**src/rtl/hazard_detection_unit.sv**
```systemverilog
// Stall/flush controller for load-use, taken-branch and slow-data-memory hazards.
// Define HDU_STALL_COUNT_EN to add saturating stall_cycles/flush_count performance counters.
module hazard_detection_unit #(
  parameter int REG_ADDR_W = 5,
  parameter int MAX_WAIT   = 15,
  parameter int WAIT_W     = 4
`ifdef HDU_STALL_COUNT_EN
  ,
  parameter int CNT_W      = 16
`endif
) (
  input  logic                  clk,
  input  logic                  rst_n,
  input  logic [REG_ADDR_W-1:0] if_id_rs1,
  input  logic [REG_ADDR_W-1:0] if_id_rs2,
  input  logic                  if_id_uses_rs2,
  input  logic [REG_ADDR_W-1:0] id_ex_rd,
  input  logic                  id_ex_memread,
  input  logic                  branch_taken,
  input  logic                  dmem_req,
  input  logic                  dmem_ready,
  output logic                  pc_write,
  output logic                  if_id_write,
  output logic                  if_id_flush,
  output logic                  id_ex_bubble,
  output logic                  ex_mem_hold,
  output logic                  mem_timeout,
  output logic [1:0]            hdu_state
`ifdef HDU_STALL_COUNT_EN
  ,
  output logic [CNT_W-1:0]      stall_cycles,
  output logic [CNT_W-1:0]      flush_count
`endif
);

  typedef enum logic [1:0] {
    RUN      = 2'd0,
    MEM_WAIT = 2'd1,
    ERROR    = 2'd2
  } state_e;

  localparam logic [WAIT_W-1:0] MaxWait = WAIT_W'(MAX_WAIT);

  state_e              state_q, state_d;
  logic [WAIT_W-1:0]   wait_cnt_q, wait_cnt_d;
  logic                timeout_q, timeout_d;
  logic                load_use;

  // x0 is hard-wired zero, so a load targeting it never creates a real dependency.
  assign load_use = id_ex_memread && (id_ex_rd != '0) &&
                    ((id_ex_rd == if_id_rs1) || (if_id_uses_rs2 && (id_ex_rd == if_id_rs2)));

  always_comb begin
    state_d      = state_q;
    wait_cnt_d   = wait_cnt_q;
    timeout_d    = timeout_q;
    pc_write     = 1'b1;
    if_id_write  = 1'b1;
    if_id_flush  = 1'b0;
    id_ex_bubble = 1'b0;
    ex_mem_hold  = 1'b0;
    case (state_q)
      RUN: begin
        if (dmem_req && !dmem_ready) begin
          pc_write    = 1'b0;
          if_id_write = 1'b0;
          ex_mem_hold = 1'b1;
          state_d     = MEM_WAIT;
          wait_cnt_d  = WAIT_W'(1);
        end else if (branch_taken) begin
          if_id_flush  = 1'b1;
          id_ex_bubble = 1'b1;
        end else if (load_use) begin
          pc_write     = 1'b0;
          if_id_write  = 1'b0;
          id_ex_bubble = 1'b1;
        end
      end
      MEM_WAIT: begin
        if (!dmem_ready) begin
          pc_write    = 1'b0;
          if_id_write = 1'b0;
          ex_mem_hold = 1'b1;
          if (wait_cnt_q == MaxWait) begin
            state_d   = ERROR;
            timeout_d = 1'b1;
          end else begin
            wait_cnt_d = wait_cnt_q + WAIT_W'(1);
          end
        end else begin
          // Branch and load-use inputs were held stable while frozen, so resolve them now.
          state_d    = RUN;
          wait_cnt_d = '0;
          if (branch_taken) begin
            if_id_flush  = 1'b1;
            id_ex_bubble = 1'b1;
          end else if (load_use) begin
            pc_write     = 1'b0;
            if_id_write  = 1'b0;
            id_ex_bubble = 1'b1;
          end
        end
      end
      ERROR: begin
        pc_write    = 1'b0;
        if_id_write = 1'b0;
        ex_mem_hold = 1'b1;
        timeout_d   = 1'b1;
      end
      default: begin
        state_d    = RUN;
        wait_cnt_d = '0;
      end
    endcase
    if (!rst_n) begin
      pc_write     = 1'b0;
      if_id_write  = 1'b0;
      if_id_flush  = 1'b1;
      id_ex_bubble = 1'b1;
      ex_mem_hold  = 1'b0;
    end
  end

  always_ff @(posedge clk) begin
    if (!rst_n) begin
      state_q    <= RUN;
      wait_cnt_q <= '0;
      timeout_q  <= 1'b0;
    end else begin
      state_q    <= state_d;
      wait_cnt_q <= wait_cnt_d;
      timeout_q  <= timeout_d;
    end
  end

  assign hdu_state   = state_q;
  assign mem_timeout = rst_n && timeout_q;

`ifdef HDU_STALL_COUNT_EN
  logic [CNT_W-1:0] stall_cycles_q, flush_count_q;

  always_ff @(posedge clk) begin
    if (!rst_n) begin
      stall_cycles_q <= '0;
      flush_count_q  <= '0;
    end else begin
      if (!pc_write && (stall_cycles_q != '1)) stall_cycles_q <= stall_cycles_q + CNT_W'(1);
      if (if_id_flush && (flush_count_q != '1)) flush_count_q <= flush_count_q + CNT_W'(1);
    end
  end

  assign stall_cycles = stall_cycles_q;
  assign flush_count  = flush_count_q;
`endif

endmodule

```
**config.mk**
```make
export PLATFORM = sky130hd
export DESIGN_NAME = hazard_detection_unit
export DESIGN_NICKNAME = d
export VERILOG_FILES = /design/src/rtl/hazard_detection_unit.sv
export SDC_FILE = /design/constraint.sdc
export NUM_CORES = 1
export LEC_CHECK = 0
export BUFFER_PORTS_ARGS = -buffer_cell sky130_fd_sc_hd__buf_4
export CAP_MARGIN = 25
export CORE_AREA = 3 3 40 42
export DETAILED_ROUTE_END_ITERATION = 6
export DIE_AREA = 0 0 43 45
export PLACE_DENSITY = 0.71
export SYNTH_ARGS = -nofsm -noshare
export SYNTH_HDL_FRONTEND = slang
export SYNTH_SLANG_ARGS = --single-unit
```
**constraint.sdc**
```tcl
create_clock -name clk -period 3.17 [get_ports clk]
set_clock_uncertainty 0.15 [all_clocks]
set_input_delay 0.1585 -clock clk [delete_from_list [all_inputs] [get_ports clk]]
set_output_delay 0.1585 -clock clk [all_outputs]
set_load 0.01 [all_outputs]
```
# After elaboration in Yosys (flattened, before gate mapping)
# Index checks and enable logic that the tools add are counted.
dict set report totals {
  ff_bits 7
  in_bits 22
  out_inout_bits 8
}
dict set report classes {
  n_addsub 1
  eq_ne 10
  muxes 32
  bitwise 1
  reduce_logical 13
}
# cell count
set ops {}
lappend ops {{$mux W1} 19}
lappend ops {{$mux W4} 3}
lappend ops {{$pmux W4 S3} 1}
lappend ops {{$eq A5 B5 Y1} 2}
lappend ops {{$reduce_and A3 Y1} 3}
lappend ops {{$mux W2} 3}
lappend ops {{$ne A2 B2 Y1 const B} 3}
lappend ops {{$ne A3 B3 Y1 const B} 2}
lappend ops {{$pmux W1 S2} 3}
lappend ops {{$pmux W1 S3} 2}
lappend ops {{$pmux W2 S3} 1}
lappend ops {{$logic_and A1 B1 Y1} 5}
lappend ops {{$reduce_bool A5 Y1} 1}
lappend ops {{$add A4 B1 Y4 const B} 1}
lappend ops {{$eq A4 B4 Y1 const B} 1}
lappend ops {{$eq A2 B1 Y1 const B} 1}
lappend ops {{$eq A2 B2 Y1 const B} 1}
lappend ops {{$logic_not A2 Y1} 1}
lappend ops {{$reduce_bool A2 Y1} 1}
lappend ops {{$logic_not A1 Y1} 1}
lappend ops {{$logic_or A1 B1 Y1} 1}
lappend ops {{$not A1 Y1} 1}

# Depth between registers and ports, before layout
dict set report depth {
  depth_word 9
  mapped_depth 6
  depth_no_buf 5
}

# Worst setup path before layout
# OpenSTA, ideal clock, no wires.
dict set report synth_timing {
  kind {register to output}
  start {register state_q[0] (netlist: hdu_state[0])}
  end {output port pc_write}
  arrival_time_ns 1.227
  t_required_ns 2.862
  path_slack_ns 1.634
  stages_incl_launch_ff 7
  path_buffers 2
  cell_sequence {dfxtp_1 > buf_4 > nor2_1 > o21ai_0 > a21oi_1 > o31a_1 > buf_4}
}
dict set report synth_between {
  elab_chain_len 3
  elab_cells_between_ends 5
  classes_between {eq/ne: 2; mux: 2; reduce/logical: 1}
}
# element line_no
set synth_lines {}
lappend synth_lines {{start: declaration} 44} ;# state_e state_q, state_d;
lappend synth_lines {{start signal: assignment} 130} ;# state_q <= state_d;
lappend synth_lines {{$eq A2 B2 Y1, or another cell as far along} --}
lappend synth_lines {{$pmux W1 S3 (*)} --}
lappend synth_lines {{$mux W1 (*)} --}
lappend synth_lines {{end: declaration} 22} ;# output logic pc_write,
# Mark *: on every way between the ends. The rest lies on a longest branch, timed or not.

# Final worst setup path
dict set report layout_timing {
  start {register state_q[0] (netlist: hdu_state[0])}
  end {output port if_id_write}
}
dict set report layout_between {
  elab_chain_len 3
  elab_cells_between_ends 5
  classes_between {eq/ne: 2; mux: 2; reduce/logical: 1}
}
# element line_no
set layout_lines {}
lappend layout_lines {{$eq A2 B2 Y1, or another cell as far along} 62} ;# case (state_q)
lappend layout_lines {{$pmux W1 S3 (*)} 62}
lappend layout_lines {{$mux W1 (*)} 115} ;# if (!rst_n) begin
lappend layout_lines {{end: declaration} 23} ;# output logic if_id_write,
# Marks and branches as above.

==> impl_summary.md <==
Run status
The run finished with clean final reports.

Power and ir drop
The share of total power dissipated in sequential elements is a little under two fifths. The net switching power figure is around 0.068 mW. The proportion of power drawn by the clock network is roughly a third. The leakage power of the design is between 0.3 and 0.4 nW.

In this run, the combinational gates consume 26.9% of the power. The worst IR drop on VDD is 209.1 µV. Net switching is 27.90% of the power. The total chip power is about 0.24 mW. Dividing total power by cell area gives a power density of between 300 and 400 mW/mm². Cell internal power was estimated by the tool at 0.1753 mW.

Floorplanning
The area of the die is about 0.0019 mm². Once the floorplan was initialized, standard cells occupied 42.26% of the core. The die outline width is around 43 µm. The overall die height is around 45 µm. The core region is roughly 0.0013 mm².

The floorplan row count is 13. 30 I/O pins were placed.

Logic synthesis
The number of flops mapped to enable cells by yosys is 0. Yosys attributes the largest share of cell area to dfxtp_1 (26%), xor2_1 (15%), nor2_1 (5.5%). The proportion of netlist area held by the largest area contributor is 25.81%.

By count the netlist is led by xor2_1 (9), nor2_1 (8), dfxtp_1 (7), a21oi_1 (4), inv_1 (4). Summing the sequential cell areas from Yosys gives 25.81% of the chip area. The post-synthesis net count is 91.

The post-synthesis cell count is slightly below 70. The synthesized netlist occupies a cell area of around 540 µm². The biggest area contributor in the post-synthesis netlist is dfxtp_1. The number of distinct library cell variants in the gate-level netlist after synthesis is 32. The share of flip-flops with an asynchronous set or reset after synthesis is 0%.

In the synthesized netlist the dominant register cell turns out to be dfxtp_1. The synthesized design contains 7 register bits. In the post-synthesis netlist, the cell with the most instances is xor2_1. The per-instance average area after synthesis is ~8.0 µm². Yosys printed 0 warnings.

STA
Timing would allow up to around 540 MHz. The smallest clock period supported by the final layout is computed as 1.866 ns. The final number of hold-violating endpoints is 0.

The setup TNS after final layout is 0 ns. The worst pin sits at a relative slew slack of 77.20%. The max-slew violation total from the final report was 0. The count of final setup violators is 0. Setup repair after global routing left no endpoint under its margin. At the pin with the least slew margin, the transition time is around 0.34 ns. The fraction of the cycle the final worst path needs is around three fifths.

Detailed routing
The first-iteration detailed-routing DRC count is 11. Summing over every cut layer, the via total after detailed routing is 593. After detailed routing, the average wire length per cell comes to approximately 12 µm. After detailed routing, the total wire length is between 1000 and 1500 µm. The total iterations of the first detailed-routing run is 4. The count of antenna-violating nets left after detailed routing is 0. The post-detailed-route via-to-cell ratio is roughly 5.2. The final routed DRC violation total is 0.

Cells and area
The diode insertion count for antenna repair is 0. The post-synthesis to final-layout area growth is 45.62%. The number of nets in the layout is 123. The layout cell share with drive strength beyond 1 is between 30% and 40%.

Critical path
The slowest stage of the critical path belongs to the cell dfxtp_1. Of all nets on the critical path, the largest fanout is 10. The arrival time of data at the critical path endpoint is around 1.6 ns. The data required time at the worst endpoint is between 2 and 3 ns. The worst setup path is captured at an output pin. By startpoint and endpoint, the worst setup path is classified as reg2out. On the worst path, the slowest cell contributes a delay of approximately 0.50 ns. The total buffers and inverters traversed by the critical path is 1.

The signal on the critical path passes through nor2_1 -> o21ai_0 -> a21oi_1 -> o31a_1 -> buf_4. The family with the most delay on the worst path is compound AO/OA/AOI/OAI gates. The type of origin of the critical path is a register.

Global routing
The total grt overflow is 0. Entering global routing, the biggest net connects 11 pins. The number of antenna violations at the first check in global routing is 0. The number of global-route vias before repair is 511. The overall track demand over capacity in global routing is 14.14%. The first global-routing pass estimated between 2000 and 2500 µm of wire.

Clock network
The number of setup buffers added after CTS is 0. For this design, the sink count on the clock tree is 7. In this run the number of H-tree levels came out at 1. Clock-pin slew was measured on the worst setup and hold paths at 0.06 ns. The worst-case clock buffer depth is 2. Buffers inserted during clock tree synthesis total 3. The number of gates resized after CTS is 0. The latest clock arrival within the worst-skew pair is 0.26 ns. The root cell of the clock tree is clkbuf_4.

The clock tree from TritonCTS is yes. The quantity of hold-fixing buffers added after cts is 0.

Hold path
The path type of the worst min-delay path is in2reg.

Placement
The congestion estimate from routability-driven global placement came to roughly 0.74. The count of buffers from port buffering is 29. The estimated wirelength of the detail-placed design is 1091 µm.

Job
Across the run, the number of max-cap violations was 0.
[metal layers]
layer / up-vias / share of wire [%] / global-route usage (%)
li1: 310 / - / -
met1: 264 / 45 / 17.55
met2: 17 / 47 / 22.75
met3: 2 / 7.6 / 5.976
met4: 0 / 0.45 / 3.614
met5: - / 0 / 0
[worst reg2reg max path: stages, from the launching register on]
cell and delay (ns):
dfxtp_1 0.40, ha_1 0.21, nand3_1 0.22, mux2_2 0.33, a2bb2oi_1 0.16, nor2_1 0.05
[kinds of logic (layout without fill, tap and decap cells)]
logic type	after synthesis	count (layout)	synth area share [%]
AND/OR/NAND/NOR	25	25	25.12
AO/OA/AOI/OAI	18	18	23.04
XOR/XNOR	10	10	16.13
flip-flops	7	7	25.81
buffers and inverters	6	37	5.528
adder cells (fa/ha/maj)	1	1	2.304
multiplexers	1	1	2.074
[registers in the layout (all words and copies together), names as in the netlist]
name        count
timeout_q       1
wait_cnt_q      4
hdu_state       2
[cells in the final DEF (no fill, tap or decap)]
| cell type | Yosys | layout |
|---|---|---|
| o21ai_1 | 1 | 1 |
| mux2_2 | 1 | 1 |
| dfxtp_1 | 7 | 7 |
| buf_4 | 2 | 29 |
| o31a_1 | 1 | 1 |
| o211ai_1 | 1 | 1 |
| a21oi_1 | 4 | 4 |
| ha_1 | 1 | 1 |
| o221a_2 | 1 | 1 |
| o311a_1 | 1 | 1 |
| and3_1 | 1 | 1 |
| or3b_4 | 1 | 1 |
| and2_1 | 2 | 2 |
| nor2_1 | 8 | 8 |
| inv_1 | 4 | 4 |
| nand4_1 | 1 | 1 |
| o22ai_1 | 1 | 1 |
| a32oi_1 | 1 | 1 |
| o311ai_1 | 1 | 1 |
| or4_1 | 1 | 1 |
| nand3_1 | 2 | 2 |
| clkbuf_1 | 0 | 1 |
| a31oi_1 | 1 | 1 |
| nor2b_1 | 2 | 2 |
| o21ai_0 | 3 | 3 |
| xnor2_1 | 1 | 1 |
| nor3_1 | 2 | 2 |
| nand2_1 | 3 | 3 |
| xor2_1 | 9 | 9 |
| clkbuf_4 | 0 | 3 |
| a2bb2oi_1 | 1 | 1 |
| a41oi_1 | 1 | 1 |
| nand2b_1 | 1 | 1 |
| nor4_2 | 1 | 1 |
[power by group through the flow]
stage	sequential [mW]	clock [mW]	combinational, mW
global route	0.0935	0.0904	0.0718
global placement	0.0947	0	0.0655
CTS	0.0930	0.0862	0.0659
detailed placement	0.0947	0	0.0657
finish	0.0931	0.0846	0.0655
floorplan	0.0937	0	0.0316
[final cells by class]
type	count	area, µm²
sequential	7	140.1
timing repair buffer	29	217.7
inverter	4	15.01
tap	15	18.77
multi-input combinational	55	372.9
fill	130	494.2
clock buffer	4	26.28
[final timing paths]
kind,start,to,slack (ns),cells after the start
min,rst_n,hdu_state[0],0.03,3
min reg2reg,timeout_q,timeout_q,0.34,2
max,hdu_state[0],if_id_write,1.30,5
max reg2reg,wait_cnt_q[0],wait_cnt_q[0],1.54,5
[stage by stage]
step / std cells / utilization [%] / setup slack [ns] / cell area [µm²] / hold slack (ns)
after floorplan: 68 / - / 1.634 / 543.0 / 0.1268
after global placement: 110 / 59.49 / 1.547 / 764.5 / 0.2969
after detailed placement: 110 / 59.49 / 1.527 / 764.5 / 0.3018
after CTS: 114 / 61.54 / 1.302 / 790.8 / 0.02837
after global routing: 114 / 61.54 / 1.175 / 790.8 / 0.03095
final: 114 / 61.54 / 1.304 / 790.8 / 0.03226
(Power assumes the default switching activity.)
